--- config.mk ---
export PLATFORM = sky130hd
export DESIGN_NAME = tlm_result_collector
export DESIGN_NICKNAME = d
export VERILOG_FILES = /design/src/rtl/tlm_collect_pkg.sv /design/src/rtl/tlm_collect_bank.sv /design/src/rtl/tlm_result_collector.sv
export SDC_FILE = /design/constraint.sdc
export NUM_CORES = 2
export LEC_CHECK = 0
export ABC_AREA = 1
export BUFFER_PORTS_ARGS = -buffer_cell sky130_fd_sc_hd__buf_2
export CAP_MARGIN = 25
export CORE_AREA = 2 2 451 453
export DETAILED_ROUTE_END_ITERATION = 12
export DIE_AREA = 0 0 453 455
export GPL_TIMING_DRIVEN = 0
export PLACE_DENSITY = 0.67
export REMOVE_ABC_BUFFERS = 1
export SYNTH_ARGS = -nofsm -noshare
export SYNTH_HDL_FRONTEND = slang
export SYNTH_HIERARCHICAL = 1
export SYNTH_SLANG_ARGS = --single-unit
--- constraint.sdc ---
create_clock -name clk_i -period 3.85 [get_ports clk_i]
set_input_delay 0.77 -clock clk_i [delete_from_list [all_inputs] [get_ports clk_i]]
set_output_delay 0.77 -clock clk_i [all_outputs]
set_load 0.02 [all_outputs]
--- src/rtl/tlm_collect_pkg.sv ---
// Shared types and helpers for the TLM result collector: bank/writer state
// encodings and the constant log2 used to size count fields.
package tlm_collect_pkg;

    typedef enum logic [1:0] {
        BANK_EMPTY   = 2'd0,
        BANK_FILLING = 2'd1,
        BANK_FULL    = 2'd2
    } bank_state_e;

    typedef enum logic {
        WR_RUN   = 1'b0,
        WR_STALL = 1'b1
    } wr_state_e;

    // Ceiling log2, usable in constant expressions (port widths).
    function automatic int clog2(input int value);
        int result;
        result = 0;
        while ((1 << result) < value) begin
            result = result + 1;
        end
        return result;
    endfunction

endpackage

--- src/rtl/tlm_collect_bank.sv ---
// One ping-pong bank: NUM result slots, a write port, and an
// EMPTY -> FILLING -> FULL -> EMPTY lifecycle driven by close/free.
module tlm_collect_bank
    import tlm_collect_pkg::*;
#(
    parameter int NUM       = 100,
    parameter int RES_WIDTH = 8,
    parameter int CNT_W     = 7
) (
    input  logic                     clk_i,
    input  logic                     reset_ni,
    input  logic                     we_i,
    input  logic [CNT_W-1:0]         idx_i,
    input  logic [RES_WIDTH-1:0]     wdata_i,
    input  logic                     close_i,
    input  logic [CNT_W-1:0]         close_len_i,
    input  logic                     free_i,
    output bank_state_e              state_o,
    output logic [CNT_W-1:0]         len_o,
    output logic [NUM*RES_WIDTH-1:0] data_o
);

    bank_state_e      state_q, state_d;
    logic [CNT_W-1:0] len_q, len_d;

    // Free wins over close; the top never frees and closes the same bank at once.
    always_comb begin
        state_d = state_q;
        len_d   = len_q;
        if (free_i) begin
            state_d = BANK_EMPTY;
            len_d   = '0;
        end else if (close_i) begin
            state_d = BANK_FULL;
            len_d   = close_len_i;
        end else if (we_i && (state_q == BANK_EMPTY)) begin
            state_d = BANK_FILLING;
        end
    end

    always_ff @(posedge clk_i or negedge reset_ni) begin
        if (!reset_ni) begin
            state_q <= BANK_EMPTY;
            len_q   <= '0;
        end else begin
            state_q <= state_d;
            len_q   <= len_d;
        end
    end

    for (genvar gi = 0; gi < NUM; gi++) begin : g_item
        logic [RES_WIDTH-1:0] item_q;

        always_ff @(posedge clk_i or negedge reset_ni) begin
            if (!reset_ni) begin
                item_q <= '0;
            end else if (we_i && (idx_i == CNT_W'(gi))) begin
                item_q <= wdata_i;
            end
        end

        assign data_o[gi*RES_WIDTH +: RES_WIDTH] = item_q;
    end

    assign state_o = state_q;
    assign len_o   = len_q;

endmodule

--- src/rtl/tlm_result_collector.sv ---
// Packs BFM result beats into NUM-item batches across two ping-pong banks
// and presents completed banks to the host with a valid/ack handshake.
module tlm_result_collector
    import tlm_collect_pkg::*;
#(
    parameter int  NUM       = 100,
    parameter int  RES_WIDTH = 8,
    localparam int CNT_W     = clog2(NUM + 1)
) (
    input  logic                     clk_i,
    input  logic                     reset_ni,
    input  logic [RES_WIDTH-1:0]     res_i,
    input  logic                     res_valid_i,
    output logic                     res_ready_o,
    input  logic                     flush_i,
    output logic                     batch_valid_o,
    output logic [NUM*RES_WIDTH-1:0] batch_data_o,
    output logic [CNT_W-1:0]         batch_len_o,
    input  logic                     batch_ack_i,
    output logic [15:0]              drop_cnt_o
);

    localparam logic [CNT_W-1:0] LAST_IDX = CNT_W'(NUM - 1);

    logic             wr_bank_q, wr_bank_d;
    logic             rd_bank_q, rd_bank_d;
    logic [CNT_W-1:0] count_q, count_d;
    wr_state_e        wr_state_q, wr_state_d;
    logic [15:0]      drop_q, drop_d;

    bank_state_e              bank_state [2];
    logic [CNT_W-1:0]         bank_len   [2];
    logic [NUM*RES_WIDTH-1:0] bank_data  [2];

    logic             accept;
    logic             ack_fire;
    logic             close_batch;
    logic             other_free;
    logic             stall_release;
    logic [CNT_W-1:0] fill_len;

    assign res_ready_o   = (wr_state_q == WR_RUN);
    assign batch_valid_o = (bank_state[rd_bank_q] == BANK_FULL);
    assign batch_data_o  = batch_valid_o ? bank_data[rd_bank_q] : '0;
    assign batch_len_o   = batch_valid_o ? bank_len[rd_bank_q] : '0;
    assign drop_cnt_o    = drop_q;

    assign accept   = res_valid_i & res_ready_o;
    assign ack_fire = batch_ack_i & batch_valid_o;
    assign fill_len = count_q + {{(CNT_W-1){1'b0}}, accept};

    // A flush closes the batch including any beat accepted in the same cycle.
    assign close_batch = (accept && (count_q == LAST_IDX)) ||
                         (flush_i && (fill_len != '0));

    // A bank being acked at this edge counts as free for the writer.
    assign other_free    = (bank_state[~wr_bank_q] == BANK_EMPTY) ||
                           (ack_fire && (rd_bank_q != wr_bank_q));
    assign stall_release = (bank_state[wr_bank_q] == BANK_EMPTY) ||
                           (ack_fire && (rd_bank_q == wr_bank_q));

    always_comb begin
        wr_state_d = wr_state_q;
        wr_bank_d  = wr_bank_q;
        count_d    = count_q;
        rd_bank_d  = rd_bank_q ^ ack_fire;
        drop_d     = drop_q;
        unique case (wr_state_q)
            WR_RUN: begin
                if (close_batch) begin
                    count_d   = '0;
                    wr_bank_d = ~wr_bank_q;
                    if (!other_free) begin
                        wr_state_d = WR_STALL;
                    end
                end else if (accept) begin
                    count_d = fill_len;
                end
            end
            WR_STALL: begin
                if (stall_release) begin
                    wr_state_d = WR_RUN;
                end
            end
            default: wr_state_d = WR_RUN;
        endcase
        if (res_valid_i && !res_ready_o && (drop_q != 16'hFFFF)) begin
            drop_d = drop_q + 16'd1;
        end
    end

    always_ff @(posedge clk_i or negedge reset_ni) begin
        if (!reset_ni) begin
            wr_state_q <= WR_RUN;
            wr_bank_q  <= 1'b0;
            rd_bank_q  <= 1'b0;
            count_q    <= '0;
            drop_q     <= '0;
        end else begin
            wr_state_q <= wr_state_d;
            wr_bank_q  <= wr_bank_d;
            rd_bank_q  <= rd_bank_d;
            count_q    <= count_d;
            drop_q     <= drop_d;
        end
    end

    for (genvar gi = 0; gi < 2; gi++) begin : g_bank
        tlm_collect_bank #(
            .NUM       (NUM),
            .RES_WIDTH (RES_WIDTH),
            .CNT_W     (CNT_W)
        ) u_bank (
            .clk_i       (clk_i),
            .reset_ni    (reset_ni),
            .we_i        (accept && (wr_bank_q == 1'(gi))),
            .idx_i       (count_q),
            .wdata_i     (res_i),
            .close_i     (close_batch && (wr_bank_q == 1'(gi))),
            .close_len_i (fill_len),
            .free_i      (ack_fire && (rd_bank_q == 1'(gi))),
            .state_o     (bank_state[gi]),
            .len_o       (bank_len[gi]),
            .data_o      (bank_data[gi])
        );
    end

endmodule

==> summary.md <==
| Metric | Value |
|---|---|
| PortBufs | 837 |
| M1 WL | 120800 µm |
| Period utilization | 97.55% |
| Leakage | 62.65 nW |
| Clock Latency Late Sink | 0.84 ns |
| Crit-path max FO | 7 |
| Die Width | 453 µm |
| Site Rows | 165 |
| Nets@finish | 12342 |
| Met2 Wirelength | 131900 µm |
| Unique masters post-synth | 29 |
| Global-route wire length before repair | 448700 µm |
| Chip height | 455 µm |
| Worst slew pin tran | 1.038 ns |
| Fill cells | 19686 |
| DR iter-0 viols | 6741 |
| Most common cell after layout, fill and taps aside | nand2_1 |
| Post-synthesis cell count | 11803 |
| Synth Area in Simple Gates | 41.56% |
| Reg2Reg Setup Slack | 0.29 ns |
| Largest net degree at the start of global routing | 160 |
| Remaining global-route overflow | 0 |
| Compound-cell area share of the yosys netlist | 0.08074% |
| Max-slew violations | 0 |
| Status | finished clean |
| R2R Path Start | wr_state_q |
| Final hold violation count | 0 |
| Register-to-Register Path Depth | 19 |
| Critical path startpoint | rd_bank_q |
| Synth-to-Final Area Change | 21.57% |
| Post-synthesis xor/xnor area fraction | 0.1813% |
| Initial Utilization | 40.80% |
| Clock Path Buffers | 3 |
| Top-Level Pins | 838 |
| Adder-Cell Fraction of Synth Area | 0.07617% |
| CP Capture Point | batch_data_o[635] |
| Final setup margin | 0.09434 ns |
| Worst clock skew | 0.02745 ns |
| Overall power | 50.33 mW |
| F_max | 266.3 MHz |
| Max layer used | met5 |
| Number of synthesized register bits | 1644 |
| Post-synthesis mux area share | 0% |
| Min Tclk post-route | 3.756 ns |
| Non-Filler Instances | 15148 |
| Vias in the first global route | 73773 |
| Antenna violations before repair | 6 |
| Pre-antenna DRT Iters | 6 |
| Setup TNS | 0 ns |
| Ratio of cells with drive above 1 in the final layout | 12.44% |
| WHS | 0.3171 ns |
| Hold Path Class | primary input to flop |
| Final GP Congestion | 0.8162 |
| Synthesized cell area | 82140 µm² |
| Vias | 77206 |
| Sink Count | 1644 |
| Wirelength per Cell | 19.46 µm |
| Syn Area/Cell | 6.959 µm² |
| Post-DP HPWL | 182900 µm |
| RSZ-0062 raised after global routing | true |
| Crit. End Element | output pin |
| Worst slew margin | 30.56% |
| Most frequent cells in the layout | nand2_1 (6704), nand3_1 (1646), dfrtp_1 (1643) |
| Die area | 206100 µm² |
| WP data required | 3.08 ns |
| Post-synthesis sequential area ratio | 50.09% |
| Dpl ws | -0.3831 ns |
| H-tree lvl count | 4 |
| Synth warn | 6 |
| WL met3 | 17100 µm |
| Placed Cells | 14723 |
| Crit path DAT | 2.99 ns |
| CTS tree | built |
| CTS Buf Count | 181 |
| Final wirelength | 294800 µm |
| Setup crit start kind | flop |
| Max_cap viols | 0 |
| Pwr dens | 504.1 nW/µm² |
| FF-to-FF End | g_bank[0].u_bank/len_o[5] |
| GRT Util Overall | 28.04% |
| # DRC | 0 |
| Routed Antenna Nets | 0 |
| Maximum VDD drop | 0.0004240 V |
| Drt via density | 5.097 |
| CTS root buffer | clkbuf_16 |
| Clk slew on worst S/H paths | 0.06 ns |
| Main combinational cell family by area after synthesis | simple AND/OR/NAND/NOR gates |
| WS Path Type | flop to output pin |
| Final setup violation count | 0 |
| Core Footprint | 201300 µm² |
sequential cells by signal, indices dropped and copies added, names as in the netlist:
signal / cells
wr_state_q: 1
wr_bank_q: 1
g_bank.u_bank/len_o: 14
g_bank.u_bank/state_o: 4
rd_bank_q: 1
g_bank.u_bank/g_item.item_q: 1600
count_q: 7
drop_cnt_o: 16
cell usage after synthesis:
library cell	count	area, µm²
xnor2_1	7	61.31
ha_1	5	62.56
nand3_1	1646	8238
nor2_4	3	33.78
o21bai_1	1	7.510
clkinv_1	1	3.750
or2_2	1	6.260
o22ai_2	1	12.51
nor3_2	4	40.04
clkbuf_1	521	1956
buf_1	34	127.6
nand4_1	13	81.33
nor3_4	10	162.7
o21ai_0	4	20.02
xor2_1	10	87.58
nand3_2	1	10.01
inv_2	10	37.54
nand2_1	6713	25200
nand3b_1	1	7.510
nor3_1	6	30.03
nor2_2	29	181.4
inv_1	843	3164
buf_4	8	60.06
nand2_2	5	31.28
buf_2	247	1236
a21oi_1	4	20.02
o22ai_1	1	6.260
dfrtp_1	1644	41140
nor2_1	30	112.6
logic make-up (layout without fill, tap and decap cells):
family / count (synthesis) / after routing
buffers and inverters: 1664 / 2331
other: 0 / 6
xor gates and xnor gates: 17 / 17
and+or+nand+nor: 8462 / 8462
adders and majority gates: 5 / 5
AOI/OAI and AO/OA: 11 / 11
DFF: 1644 / 1644
report_power, final:
part           switching, mW  internal, mW
sequential             0.332          17.8
combinational           9.43          5.45
clock                   7.52          9.82
metrics by stage:
stage | utilization [%] | area [µm²]
5_1_grt | 49.60 | 99850
3_5_place_dp | 45.62 | 91830
4_1_cts | 49.49 | 99620
3_3_place_gp | 42.87 | 86290
2_1_floorplan | - | 78760
6_report | 49.61 | 99850
how the worst min path moves through the flow:
| stage | endpoint | slack [ns] | start | cells past startpoint |
|---|---|---|---|---|
| 2_1_floorplan | g_bank[0].u_bank/g_item[0].item_q[0] | 0.44 | g_bank[0].u_bank/g_item[0].item_q[0] | 2 |
| 3_3_place_gp | g_bank[1].u_bank/g_item[69].item_q[0] | 0.45 | g_bank[1].u_bank/g_item[69].item_q[0] | 2 |
| 3_5_place_dp | g_bank[1].u_bank/g_item[37].item_q[2] | 0.46 | g_bank[1].u_bank/g_item[37].item_q[2] | 2 |
| 4_1_cts | g_bank[0].u_bank/g_item[36].item_q[4] | 0.22 | res_i[4] | 3 |
| 5_1_grt | g_bank[0].u_bank/g_item[3].item_q[0] | 0.27 | res_i[0] | 3 |
| 6_report | g_bank[0].u_bank/g_item[36].item_q[4] | 0.32 | res_i[4] | 3 |
routing by layer:
layer,global-route usage [%],vias to the layer above
met3,3.522,752
met1,36.35,36574
met5,0,-
met2,43.00,2892
li1,-,36984
met4,21.20,4
final cells by class:
type / count / area [µm²] / area share [%]
tap: 2672 / 3343 / 3.348
sequential: 1644 / 41140 / 41.20
clock inverter: 51 / 511.7 / 0.5125
multi-input combinational: 8495 / 34620 / 34.67
clock buffer: 278 / 5366 / 5.374
timing repair inverter: 2 / 17.52 / 0.01754
antenna: 6 / 15.01 / 0.01504
inverter: 854 / 3222 / 3.227
timing repair buffer: 1146 / 11620 / 11.64
what timing repair did:
item                       4_1_cts  5_1_grt
pin swaps                        1        1
hold buffers                     1        0
setup endpoints to repair      808      502
buffers inserted                45        1
hold endpoints to repair        95        0
gates resized for setup        175       27
gates cloned                    37        6
worst max-delay path, stage by stage, from the launching register on:
cell	delay (ns)
dfrtp_4	0.51
buf_16	0.16
inv_16	0.05
nand2_2	0.05
o22ai_4	0.15
buf_12	0.14
buf_12	0.11
buf_16	0.14
buf_16	0.18
buf_16	0.16
buf_4	0.14
nand2_1	0.06
inv_2	0.11
buf_4	0.16
No activity file was read; power rests on OpenSTA's default activity.
